### src/rtl/in_port_if.sv
// Input-port unit bus: external port, IN-instruction pop handshake and status.
//   slave  : used by in_port_unit (receives I_Port/rd_en/clr_ovf, drives data/status)
//   master : used by the CPU-side driver (the reverse directions)
interface in_port_if #(
    parameter int unsigned WIDTH = 8
);
    logic [WIDTH-1:0] I_Port;
    logic             rd_en;
    logic             clr_ovf;
    logic [WIDTH-1:0] rd_data;
    logic             rd_valid;
    logic             empty;
    logic             full;
    logic             overflow;
    logic             int_req;

    modport slave (
        input  I_Port, rd_en, clr_ovf,
        output rd_data, rd_valid, empty, full, overflow, int_req
    );

    modport master (
        output I_Port, rd_en, clr_ovf,
        input  rd_data, rd_valid, empty, full, overflow, int_req
    );
endinterface

### src/rtl/in_port_unit.sv
// Input-port capture unit: synchronises I_Port, pushes each changed value into
// a DEPTH-entry FIFO, and serves IN-instruction pops (live port value when empty).
// Ports: clk, rst (sync, active-high), bus (in_port_if.slave):
//   I_Port, rd_en, clr_ovf in; rd_data, rd_valid, empty, full, overflow, int_req out.
// Option macro IN_PORT_INT_EN: builds the registered data-pending int_req;
// without it int_req is tied low.
module in_port_unit #(
    parameter int unsigned WIDTH = 8,
    parameter int unsigned DEPTH = 4
) (
    input  logic        clk,
    input  logic        rst,
    in_port_if.slave    bus
);
    localparam int unsigned AW = $clog2(DEPTH);
    localparam int unsigned CW = AW + 1;

    logic [WIDTH-1:0] s1_q, s1_d;
    logic [WIDTH-1:0] s2_q, s2_d;
    logic [WIDTH-1:0] last_q, last_d;
    logic [AW-1:0]    wr_ptr_q, wr_ptr_d;
    logic [AW-1:0]    rd_ptr_q, rd_ptr_d;
    logic [CW-1:0]    count_q, count_d;
    logic [WIDTH-1:0] rd_data_q, rd_data_d;
    logic             rd_valid_q, rd_valid_d;
    logic             overflow_q, overflow_d;
    logic [WIDTH-1:0] mem_q [DEPTH];

    logic empty_c, full_c, push_c, pop_c, wr_en_c;

    assign empty_c = (count_q == CW'(0));
    assign full_c  = (count_q == CW'(DEPTH));

    // Next-state: sync chain, change detect, FIFO pointers/count, read port, overflow
    always_comb begin
        s1_d       = bus.I_Port;
        s2_d       = s1_q;
        last_d     = s2_q;
        wr_ptr_d   = wr_ptr_q;
        rd_ptr_d   = rd_ptr_q;
        rd_data_d  = rd_data_q;
        rd_valid_d = bus.rd_en;
        overflow_d = overflow_q;

        push_c  = (s2_q != last_q);
        pop_c   = bus.rd_en && !empty_c;
        // A pop in the same cycle frees the slot, so a full FIFO can still accept
        wr_en_c = push_c && (!full_c || pop_c);

        if (wr_en_c) wr_ptr_d = wr_ptr_q + AW'(1);
        if (pop_c)   rd_ptr_d = rd_ptr_q + AW'(1);
        count_d = count_q + CW'(wr_en_c) - CW'(pop_c);

        // Empty FIFO: return the live synchronised value so IN never stalls
        if (bus.rd_en) rd_data_d = empty_c ? s2_q : mem_q[rd_ptr_q];

        // New overflow event beats a simultaneous clear
        if (push_c && !wr_en_c) overflow_d = 1'b1;
        else if (bus.clr_ovf)   overflow_d = 1'b0;
    end

    // State registers
    always_ff @(posedge clk) begin
        if (rst) begin
            s1_q       <= '0;
            s2_q       <= '0;
            last_q     <= '0;
            wr_ptr_q   <= '0;
            rd_ptr_q   <= '0;
            count_q    <= '0;
            rd_data_q  <= '0;
            rd_valid_q <= 1'b0;
            overflow_q <= 1'b0;
        end else begin
            s1_q       <= s1_d;
            s2_q       <= s2_d;
            last_q     <= last_d;
            wr_ptr_q   <= wr_ptr_d;
            rd_ptr_q   <= rd_ptr_d;
            count_q    <= count_d;
            rd_data_q  <= rd_data_d;
            rd_valid_q <= rd_valid_d;
            overflow_q <= overflow_d;
        end
    end

    // FIFO storage; contents are don't-care while count is 0
    always_ff @(posedge clk) begin
        if (wr_en_c && !rst) mem_q[wr_ptr_q] <= s2_q;
    end

    assign bus.rd_data  = rd_data_q;
    assign bus.rd_valid = rd_valid_q;
    assign bus.empty    = empty_c;
    assign bus.full     = full_c;
    assign bus.overflow = overflow_q;

`ifdef IN_PORT_INT_EN
    logic int_req_q, int_req_d;

    // Data-pending request trails the empty flag by one cycle
    always_comb begin
        int_req_d = !empty_c;
    end

    always_ff @(posedge clk) begin
        if (rst) int_req_q <= 1'b0;
        else     int_req_q <= int_req_d;
    end

    assign bus.int_req = int_req_q;
`else
    assign bus.int_req = 1'b0;
`endif

endmodule

### src/flat_wrapper.sv
// flat-port wrapper written by rule: the top's interface ports become plain ports
module in_port_unit_flat 
#(
    parameter int unsigned WIDTH = 8,
    parameter int unsigned DEPTH = 4
)
  (clk, rst, bus_I_Port, bus_rd_en, bus_clr_ovf, bus_rd_data, bus_rd_valid, bus_empty, bus_full, bus_overflow, bus_int_req);
  in_port_if #(.WIDTH(WIDTH)) bus_i ();
  input  logic clk;
  input  logic rst;
  input wire logic [$bits(bus_i.I_Port)-1:0] bus_I_Port;
  input wire logic [$bits(bus_i.rd_en)-1:0] bus_rd_en;
  input wire logic [$bits(bus_i.clr_ovf)-1:0] bus_clr_ovf;
  output wire logic [$bits(bus_i.rd_data)-1:0] bus_rd_data;
  output wire logic [$bits(bus_i.rd_valid)-1:0] bus_rd_valid;
  output wire logic [$bits(bus_i.empty)-1:0] bus_empty;
  output wire logic [$bits(bus_i.full)-1:0] bus_full;
  output wire logic [$bits(bus_i.overflow)-1:0] bus_overflow;
  output wire logic [$bits(bus_i.int_req)-1:0] bus_int_req;
  assign bus_i.I_Port = bus_I_Port;
  assign bus_i.rd_en = bus_rd_en;
  assign bus_i.clr_ovf = bus_clr_ovf;
  assign bus_rd_data = bus_i.rd_data;
  assign bus_rd_valid = bus_i.rd_valid;
  assign bus_empty = bus_i.empty;
  assign bus_full = bus_i.full;
  assign bus_overflow = bus_i.overflow;
  assign bus_int_req = bus_i.int_req;
  in_port_unit #(.WIDTH(WIDTH), .DEPTH(DEPTH)) u_core (.clk(clk), .rst(rst), .bus(bus_i));
endmodule
### config.mk
export PLATFORM = sky130hd
export DESIGN_NAME = in_port_unit_flat
export DESIGN_NICKNAME = d
export VERILOG_FILES = /design/src/rtl/in_port_if.sv /design/src/rtl/in_port_unit.sv /design/src/flat_wrapper.sv
export SDC_FILE = /design/constraint.sdc
export NUM_CORES = 1
export LEC_CHECK = 0
export ABC_AREA = 1
export BUFFER_PORTS_ARGS = -buffer_cell sky130_fd_sc_hd__buf_2
export CORE_ASPECT_RATIO = 0.75
export CORE_UTILIZATION = 60
export DETAILED_ROUTE_END_ITERATION = 7
export GPL_ROUTABILITY_DRIVEN = 0
export MAX_ROUTING_LAYER = met4
export PLACE_DENSITY_LB_ADDON = 0.3
export SLEW_MARGIN = 25
export SYNTH_ARGS = -nofsm -noshare
export SYNTH_HDL_FRONTEND = slang
export SYNTH_SLANG_ARGS = --single-unit
### constraint.sdc
create_clock -name clk -period 4.8 [get_ports clk]
set_input_delay 0.24 -clock clk [delete_from_list [all_inputs] [get_ports clk]]
set_output_delay 0.24 -clock clk [all_outputs]
set_load 0.01 [all_outputs]
==> summary.txt <==
========================================================================================================
Grt total ovfl ............................................................................            0
Clock tree from TritonCTS .................................................................          yes
Die boundary height .......................................................................     62.19 µm
Rel. slew slack ...........................................................................       46.24%
End of the worst register-to-register path ................................................ u_core.count_q[2]$_SDFF_PP0_
Post-placement setup slack ................................................................     2.488 ns
Layout cells sized above 1 ................................................................       14.37%
Core area .................................................................................     4546 µm²
Master of the slowest instance on the critical path .......................................      dfxtp_1
Overall power .............................................................................     1.505 mW
Worst setup path startpoint ............................................................... u_core.last_d[5]$_SDFF_PP0_
Vias after detailed routing ...............................................................         1939
Simple-gate share of the synthesized area .................................................       12.52%
Min-delay worst type ......................................................................    in -> reg
Worst flop-to-flop path startpoint ........................................................ u_core.last_d[5]$_SDFF_PP0_
# clock sinks .............................................................................           75
Count of mapped cells out of synthesis ....................................................          298
Cell Count, Final, Fillers Out ............................................................          384
Final critical delay including setup and external delays ..................................     2.186 ns
Most Frequent Cell on Critical Path .......................................................      nand2_1
Placed wire-length estimate after detailed placement ......................................      3536 µm
VDD IR-drop max ...........................................................................  0.0003533 V
Starting density of the core ..............................................................       63.75%
Number of primary I/O pins ................................................................           25
Hold endpoint ............................................................................. u_core.s1_q[3]$_SDFF_PP0_
Post-CTS Hold Fix Bufs ....................................................................            0
Post-CTS Setup Repair Bufs ................................................................            0
Maximum number of pins on one net before global-route repair ..............................           34
Wire length of the first global-routing pass ..............................................      8556 µm
Slack of the worst reg-to-reg path ........................................................      2.61 ns
Synthesized flop and latch total ..........................................................           75
Smallest setup slack after layout .........................................................     2.614 ns
DRT Pass-1 Iters ..........................................................................            4
DR vias/cell ..............................................................................        5.049
Number of max-slew violations in the final report .........................................            0
Most common library cell in the layout ignoring fill and taps .............................        inv_1
Count of endpoints failing setup in the final report ......................................            0
Data arrival time at the worst-slack endpoint .............................................      2.41 ns
Share of the core filled with cells .......................................................       70.49%
Combinational family with the most area after synthesis ................................... simple AND/OR/NAND/NOR gates
Post-synthesis mux area share .............................................................           0%
Post-CTS clock slew at the launch and capture registers of the worst setup and hold paths .      0.07 ns
Remaining DRCs ............................................................................            0
Tcrit/Tclk final ..........................................................................       45.55%
Width of the chip .........................................................................     82.25 µm
Crit. End Element .........................................................................         flop
Sum of buffers and inverters on the critical path .........................................            3
Detailed-route wire length ................................................................      5235 µm
Distinct cell type count after synthesis ..................................................           24
Layout Nets ...............................................................................          341
Area of the die ...........................................................................     5114 µm²
Diode insertion count for antenna repair ..................................................            0
Maximum buffer depth of the clock tree ....................................................            2
Slowest stage delay, CP ...................................................................      0.42 ns
Number of warnings issued by yosys ........................................................            0
Later-pin clock latency in the skew report ................................................      0.34 ns
Register-to-Register Path Depth ...........................................................           13
Compound-gate portion of the synthesized area .............................................       10.36%
Crit-path cells ........................................................................... inv_1 > nand2_1 > nand2_1 > nand2_1 > nor2_1 > nand2_1 > nand2_1 > inv_1 > ha_1 > inv_1 > fa_1 > o21ai_0 > a21oi_1
Xor-xnor portion of the synthesized cell area .............................................       1.813%
Transition time of the tightest slew-check pin ............................................    0.8021 ns
Top library cells by usage in the layout, fill and taps aside ............................. inv_1 (54), nor2_1 (51), dfxtp_1 (43)
Highest clock frequency the design can meet ...............................................   0.4574 GHz
Count of buffers from port buffering ......................................................           23
Total negative slack ......................................................................         0 ns
Data required time of the critical path ...................................................      5.03 ns
Filler cell count in the final layout .....................................................          341
Post-synthesis sequential area ratio ......................................................       62.87%
Origin of the worst min-delay path ........................................................ bus_I_Port[3]
CTS resizes ...............................................................................            0
Min-Delay Path Depth ......................................................................            3
Worst setup SP type .......................................................................         flop
Total GRT Usage ...........................................................................       24.25%
Crit-path leading delay family ............................................................ simple AND/OR/NAND/NOR gates
Row Count .................................................................................           21
H-tree level count ........................................................................            3
First DRT Iteration DRCs ..................................................................          150
Outcome ................................................................................... finished, final reports clean
Final number of hold-violating endpoints ..................................................            0
Largest clock skew in the final design ....................................................   0.01053 ns
DR WL/cell ................................................................................     13.63 µm
Maximum fanout count along the critical path ..............................................            6
Static leakage ............................................................................     1.392 nW
Antenna violations before repair ..........................................................            0
Root Driver ...............................................................................     clkbuf_8
Unrepaired setup endpoints after global routing ...........................................           no
Area grow syn2layout ......................................................................       10.58%
Max-capacitance violation count ...........................................................            0
DP Cell Count .............................................................................          368
Number of global-route vias before repair .................................................         1826
Pwr per Cell Area ......................................................................... 469.5 nW/µm²
ANT nets after route ......................................................................            0
Synthesized cell area .....................................................................     2898 µm²
Adder-cell share of the synthesized area ..................................................       3.282%
Setup Crit Path Kind ......................................................................   reg -> reg
Net count of the mapped netlist ...........................................................          317
Syn_area_per_cell .........................................................................    9.724 µm²
Number of buffers created by CTS ..........................................................            9
========================================================================================================
[per-stage QoR]
stage                     instance area, µm²  hold slack (ns)
after floorplan                         2898           0.3470
after global placement                  3029           0.3904
after detailed placement                3044           0.3927
after CTS                               3199          0.08560
after global routing                    3204          0.09402
final                                   3204           0.1023
[flip-flops by register name (all words and copies together), names as in the netlist, 2 cells and up, named ones only]
register	flops
u_core.s1_q	8
u_core.last_q	8
u_core.mem_q	32
u_core.count_q	3
u_core.wr_ptr_q	2
u_core.rd_ptr_q	2
u_core.last_d	8
u_core.bus.rd_data	8
[tightest hold or removal path, stage by stage]
cell    delay, ns
buf_2        0.07
inv_1        0.03
nor2_1       0.06
[cell families (layout without fill, tap and decap cells)]
logic type | count (synthesis) | count (layout)
compound gates | 55 | 55
xor+xnor | 6 | 6
fa+ha+maj | 7 | 7
buf+inv | 65 | 94
flops | 75 | 75
other cells | 1 | 1
simple gates | 89 | 89
[per-layer routing]
metal | track usage, % | share of wire, % | wire [µm] | vias to the layer above
met4 | 8.114 | 1.2 | 63 | 0
met3 | 9.706 | 8.0 | 419 | 8
li1 | - | - | - | 993
met5 | - | 0 | 0 | -
met2 | 33.78 | 44 | 2315 | 69
met1 | 32.15 | 47 | 2436 | 869
[worst max-delay path by stage]
| stage | to | slack, ns | cells past startpoint |
|---|---|---|---|
| global route | u_core.count_q[2]$_SDFF_PP0_ | 2.42 | 13 |
| detailed placement | u_core.mem_q[2][5]$_DFFE_PP_ | 2.49 | 8 |
| finish | u_core.count_q[2]$_SDFF_PP0_ | 2.61 | 13 |
| global placement | u_core.mem_q[0][7]$_DFFE_PP_ | 2.26 | 8 |
| CTS | u_core.mem_q[2][3]$_DFFE_PP_ | 2.46 | 8 |
| floorplan | u_core.count_q[2]$_SDFF_PP0_ | 2.87 | 9 |
[cell usage after synthesis, drive strengths merged]
cell type  count  share of area, %
o21ai         34               6.1
conb           1              0.13
fa             1              0.69
a21oi         13               2.5
dfxtp         43                30
ha             6               2.6
buf            5               1.3
xor2           1              0.30
nand2         30               3.9
nor3b          1              0.43
nand3          2              0.35
clkbuf         5              0.65
nor3           5               1.3
xnor2          5               1.5
edfxtp        32                33
inv           55               7.1
nor2          51               6.6
o22ai          8               1.7
[final cells by class]
cell class / instances / area (µm²) / area share (%)
Sequential cell: 75 / 1822 / 56.85
Multi-Input combinational cell: 158 / 834.6 / 26.04
Inverter: 55 / 206.4 / 6.443
Clock buffer: 12 / 135.1 / 4.217
Timing Repair Buffer: 23 / 115.1 / 3.592
Tap cell: 57 / 71.32 / 2.226
Clock inverter: 4 / 20.02 / 0.6248
[power by group]
part	leakage [nW]	internal [mW]	switching, mW	total, mW
Clock	0.0839	0.184	0.206	0.391
Sequential	0.654	0.738	0.0556	0.794
Combinational	0.654	0.113	0.207	0.320
Power figures use the tool's default switching activity.
